## src/rtl/icache_sa.sv

```systemverilog
// Two-way set-associative instruction cache with LRU replacement and whole-cache flush.
// Optional perf counters (hit_count/miss_count) built when ICACHE_SA_PERF_EN is defined.
module icache_sa #(
    parameter int ADDR_WIDTH      = 32,
    parameter int SETS            = 8,
    parameter int WORDS_PER_BLOCK = 4
) (
    input  logic                                        clock,
    input  logic                                        reset,
    input  logic                                        fetch,
    input  logic [ADDR_WIDTH-1:0]                       address,
    input  logic                                        flush,
    output logic [31:0]                                 instruction,
    output logic                                        busywait,
    output logic                                        mem_read,
    output logic [ADDR_WIDTH-$clog2(WORDS_PER_BLOCK)-3:0] mem_address,
    input  logic [32*WORDS_PER_BLOCK-1:0]               mem_readdata,
    input  logic                                        mem_busywait
`ifdef ICACHE_SA_PERF_EN
    ,
    output logic [31:0]                                 hit_count,
    output logic [31:0]                                 miss_count
`endif
);
    localparam int OFF_W  = $clog2(WORDS_PER_BLOCK);
    localparam int IDX_W  = $clog2(SETS);
    localparam int TAG_W  = ADDR_WIDTH - IDX_W - OFF_W - 2;
    localparam int BLK_W  = 32 * WORDS_PER_BLOCK;
    localparam int OFF_WS = (OFF_W > 0) ? OFF_W : 1;

    typedef enum logic [1:0] {IDLE, MEM_READ, FILL, FLUSH} state_t;

    state_t state, next;

    logic [1:0][SETS-1:0] valid;
    logic [SETS-1:0]      lru;
    logic [TAG_W-1:0]     tags   [2][SETS];
    logic [BLK_W-1:0]     data_q [2][SETS];
    logic [BLK_W-1:0]     blk_q;
    logic                 flush_pending;

    logic [TAG_W-1:0]  tag;
    logic [IDX_W-1:0]  idx;
    logic [OFF_WS-1:0] offset;
    logic [1:0]        way_hit;
    logic              hit, hit_way, victim, flush_due;
    logic [BLK_W-1:0]  sel_blk;
    logic              unused;

    assign tag    = address[ADDR_WIDTH-1:IDX_W+OFF_W+2];
    assign idx    = address[IDX_W+OFF_W+1:OFF_W+2];
    assign unused = ^address[1:0];

    generate
        if (OFF_W > 0) begin : g_off
            assign offset = address[OFF_W+1:2];
        end else begin : g_nooff
            assign offset = '0;
        end
    endgenerate

    assign mem_address = address[ADDR_WIDTH-1:OFF_W+2];

    always_comb begin
        for (int w = 0; w < 2; w++)
            way_hit[w] = valid[w][idx] && (tags[w][idx] == tag);
    end

    assign hit       = fetch && (|way_hit);
    assign hit_way   = way_hit[1];
    assign sel_blk   = data_q[hit_way][idx];
    assign instruction = hit ? sel_blk[32*offset +: 32] : 32'd0;
    assign flush_due = flush || flush_pending;
    // Fill into an empty way first; only evict by LRU when the set is full.
    assign victim    = !valid[0][idx] ? 1'b0 : (!valid[1][idx] ? 1'b1 : lru[idx]);

    always_comb begin
        next     = state;
        busywait = 1'b1;
        mem_read = 1'b0;
        case (state)
            IDLE: begin
                busywait = flush_due || (fetch && !hit);
                if (flush_due)          next = FLUSH;
                else if (fetch && !hit) next = MEM_READ;
            end
            MEM_READ: begin
                mem_read = 1'b1;
                if (!mem_busywait) next = FILL;
            end
            FILL:    next = IDLE;
            FLUSH:   next = IDLE;
            default: next = IDLE;
        endcase
    end

    always_ff @(posedge clock) begin
        if (reset) begin
            state         <= IDLE;
            valid         <= '0;
            lru           <= '0;
            flush_pending <= 1'b0;
        end else begin
            state <= next;
            case (state)
                IDLE: if (hit) lru[idx] <= ~hit_way;
                MEM_READ: if (flush) flush_pending <= 1'b1;
                FILL: begin
                    valid[victim][idx] <= 1'b1;
                    lru[idx]           <= ~victim;
                    if (flush) flush_pending <= 1'b1;
                end
                FLUSH: begin
                    valid         <= '0;
                    lru           <= '0;
                    flush_pending <= 1'b0;
                end
                default: ;
            endcase
        end
    end

    // Tag/data storage needs no reset; valid bits gate every use.
    always_ff @(posedge clock) begin
        if (state == MEM_READ && !mem_busywait) blk_q <= mem_readdata;
        if (state == FILL && !reset) begin
            tags[victim][idx]   <= tag;
            data_q[victim][idx] <= blk_q;
        end
    end

`ifdef ICACHE_SA_PERF_EN
    always_ff @(posedge clock) begin
        if (reset) begin
            hit_count  <= '0;
            miss_count <= '0;
        end else begin
            if (state == IDLE && hit)         hit_count  <= hit_count + 32'd1;
            if (state == IDLE && next == MEM_READ) miss_count <= miss_count + 32'd1;
        end
    end
`endif
endmodule

```

## config.mk

```make
export PLATFORM = sky130hd
export DESIGN_NAME = icache_sa
export DESIGN_NICKNAME = d
export VERILOG_FILES = /design/src/rtl/icache_sa.sv
export SDC_FILE = /design/constraint.sdc
export NUM_CORES = 2
export LEC_CHECK = 0
export ABC_CLOCK_PERIOD_IN_PS = 20900
export CORE_UTILIZATION = 40
export CTS_BUF_LIST = sky130_fd_sc_hd__clkbuf_4 sky130_fd_sc_hd__clkbuf_8
export DETAILED_ROUTE_END_ITERATION = 8
export SLEW_MARGIN = 25
export SYNTH_ARGS = -nofsm -noshare
export SYNTH_HDL_FRONTEND = slang
export SYNTH_SLANG_ARGS = --single-unit
export TNS_END_PERCENT = 20
```

## constraint.sdc

```tcl
create_clock -name clock -period 20.9 [get_ports clock]
set_input_delay 3.135 -clock clock [delete_from_list [all_inputs] [get_ports clock]]
set_output_delay 3.135 -clock clock [all_outputs]
set_load 0.005 [all_outputs]
```

==> impl_metrics.toml <==
[synth]
syn-instance-count = 5211
synth_top_family_by_area = "multiplexers"
ys_warn_count = 0
avgSynthCellArea_um2 = 19.26
synth_enable_flop_cells = 2576
synthesis.area_um2 = 100400
synthXorXnorAreaFrac_pct = 0.3229
synth_ff_type = "edfxtp_1"
ys_ff_latch = 2603
synthArstFlopShare_pct = 0
synth.area.mux_share_pct = 10.56
synth-compound-area-share_pct = 5.584
syn_nets = 5382
synth_fa_ha_area_share_pct = 0.07480
ys_types = 83
ys_seq_area_share_pct = 77.61
synth-simple-area-share_pct = 3.524

[layout]
final_nets = 5847
fillers = 21140
stdcell_area_um2 = 114800
fin_cells = 9326
fin_util_pct = 46.06
post_route_cells_drive_above_1_share_pct = 21.27
syn_to_final_growth_pct = 14.33

[power_and_ir_drop]
p_comb_share_pct = 4.8
clkPwrFrac_pct = 39.3
p_seq_share_pct = 55.9
max-vdd-ir-drop_mv = 0.05296
internal_power_mw = 8.445
p_leak_nw = 35.90
switchingPower_mw = 2.475
swShare_pct = 22.66
power_mw = 10.92
power.density_nw_per_um2 = 95.17

[placement]
placed_cell_area_um2 = 106600
dpl.cell_count = 8568
hpwlAfterDp_um = 147100
pre_cts_slack_ps = 5901
gp_congestion = 0.7669
port_buffers = 224

[die]
ios = 227
core_area_um2 = 249100
die_h_um = 502.9
rows = 183
start_util_pct = 40.29
dieArea_um2 = 252900
fp.dieW_um = 502.9

[global_routing]
grt_pass1_vias = 54180
track_usage_pct = 22.43
grt_pass1_wl_um = 402500
grt_max_degree = 171
antenna_found_initial = 10
overflow = 0

[timing]
setup_viol = 0
maxSlewViolCount = 0
maxSlewHeadroom_pct = 20.94
skew_ps = 83.11
rsz0062_at_grt = "no"
fmax_mhz = 67.38
setup_tns_ps = 0
holdWs_ps = 468.4
period_minus_slack_ps = 14840
worst_slack_ps = 6058
worst_slew_pin_slew_ps = 1186
finalHoldViolations = 0
fin_crit_sh_pct = 71.02

[clocking]
cts.path.max_buffers = 4
htree_levels = 5
cts_tree = "done"
cts_hold_buf = 0
clkTransAtPathRegs_ps = 60
postCtsResizedCells = 0
insertion_delay_ps = 1090
postCtsSetupRepairBufs = 0
cts_buffers = 434
clock-sinks = 2603
cts-root-buf = "clkbuf_8"

[critical_path]
critical_path_arrival_ps = 11710
crit_path_max_fanout = 103
cp-start-kind = "input port"
critPathRequiredTime_ps = 17770
endpoint_kind = "primary output"
critPathKind = "input port to primary output"

[drt]
routed_wirelength_um = 286500
vias_per_cell = 5.854
wl_per_cell_um = 30.72
drcViolationCount = 0
num_vias = 54590
ant_nets = 0
drt-initial-drc-count = 6026
drt-pass1-iter-count = 5

[status]
status = "complete, no violations"

[run]
cap_violations = 0

[worst_hold_path]
hold_class = "flop to flop"
[cell usage after synthesis (27+ instances only)]
| cell type | number | share of area [%] |
|---|---|---|
| dfxtp_1 | 27 | 0.54 |
| o22a_1 | 35 | 0.31 |
| a221oi_1 | 33 | 0.29 |
| nor2_1 | 133 | 0.50 |
| o21ai_0 | 44 | 0.22 |
| buf_4 | 52 | 0.39 |
| a31oi_1 | 39 | 0.24 |
| o22ai_1 | 79 | 0.49 |
| mux2_2 | 80 | 0.90 |
| a21oi_1 | 36 | 0.18 |
| a41oi_1 | 103 | 0.90 |
| a32oi_1 | 68 | 0.59 |
| buf_6 | 27 | 0.30 |
| buf_1 | 35 | 0.13 |
| inv_1 | 93 | 0.35 |
| mux2i_1 | 232 | 2.3 |
| edfxtp_1 | 2576 | 77 |
| buf_2 | 37 | 0.18 |
| a32o_1 | 27 | 0.27 |
| nand3_1 | 54 | 0.27 |
| mux4_2 | 326 | 7.3 |
| a22oi_1 | 49 | 0.37 |
| clkbuf_1 | 194 | 0.73 |
| nor4_1 | 39 | 0.24 |
| a211oi_1 | 86 | 0.64 |
| nand2_1 | 364 | 1.4 |
[per-layer routing]
layer	track usage, %	wire [µm]	vias up
met5	0	0	-
met4	6.865	8051	0
met3	3.744	23770	489
met2	35.73	135400	2664
met1	31.55	119300	29030
li1	-	-	22410
[worst paths after layout]
check	start	endpoint	slack, ps	depth (start not counted)
max reg2reg	valid[10]	data_q[0][219]	15400	11
min reg2reg	valid[11]	valid[11]	470	2
min	valid[11]	valid[11]	470	2
max	address[4]	instruction[14]	6060	18
[registers in the layout, summed over array words and instances, names as in the netlist, named ones only]
signal,flops
data_q,2048
tags,400
blk_q,128
valid,16
state,2
flush_pending,1
[cell families after synthesis]
group,count (synthesis)
muxes,641
AOI/OAI and AO/OA,719
and+or+nand+nor,749
xor gates and xnor gates,37
buffers and inverters,456
DFF,2603
adders and majority gates,6
[worst max-delay path, stage by stage]
cell	delay, ps
buf_8	450
buf_12	590
clkinv_1	620
buf_4	480
mux2i_1	240
xor2_1	360
nand4_1	210
nor4_4	170
buf_4	460
and4_4	530
buf_4	640
buf_4	870
buf_4	790
mux4_2	370
nor2_1	40
nand4b_1	440
a32oi_1	440
clkdlybuf4s50_1	570
[area by class of cell]
class / count / area, µm² / share of cell area, %
clock buffers: 581 / 7108 / 6.194
flip-flops and latches: 2603 / 77890 / 67.88
repair buffers: 388 / 3812 / 3.322
well taps: 3330 / 4167 / 3.631
diodes: 6 / 15.01 / 0.01308
multi-input cells: 2152 / 20390 / 17.77
inverters: 97 / 364.1 / 0.3173
clock inverters: 169 / 999.7 / 0.8712
[layout by cell type (no fill, tap or decap), types with 68 or more instances in the layout]
cell type	instances
mux2i_1	232
nand2_1	359
o22ai_1	79
a32oi_1	68
clkbuf_4	142
clkbuf_8	440
a41oi_1	103
nor2_1	112
edfxtp_1	2576
buf_4	138
mux2_2	80
clkinv_1	112
a211oi_1	86
mux4_2	326
inv_1	93
clkdlybuf4s50_1	219
[power by group through the flow]
stage / logic (mW) / registers [mW] / clock network (mW)
after CTS: 0.523 / 6.11 / 4.35
after floorplan: 0.276 / 6.18 / 0
final: 0.524 / 6.11 / 4.29
after global routing: 0.550 / 6.13 / 4.56
after detailed placement: 0.522 / 6.22 / 0
after global placement: 0.514 / 6.20 / 0
(Power assumes the default switching activity.)
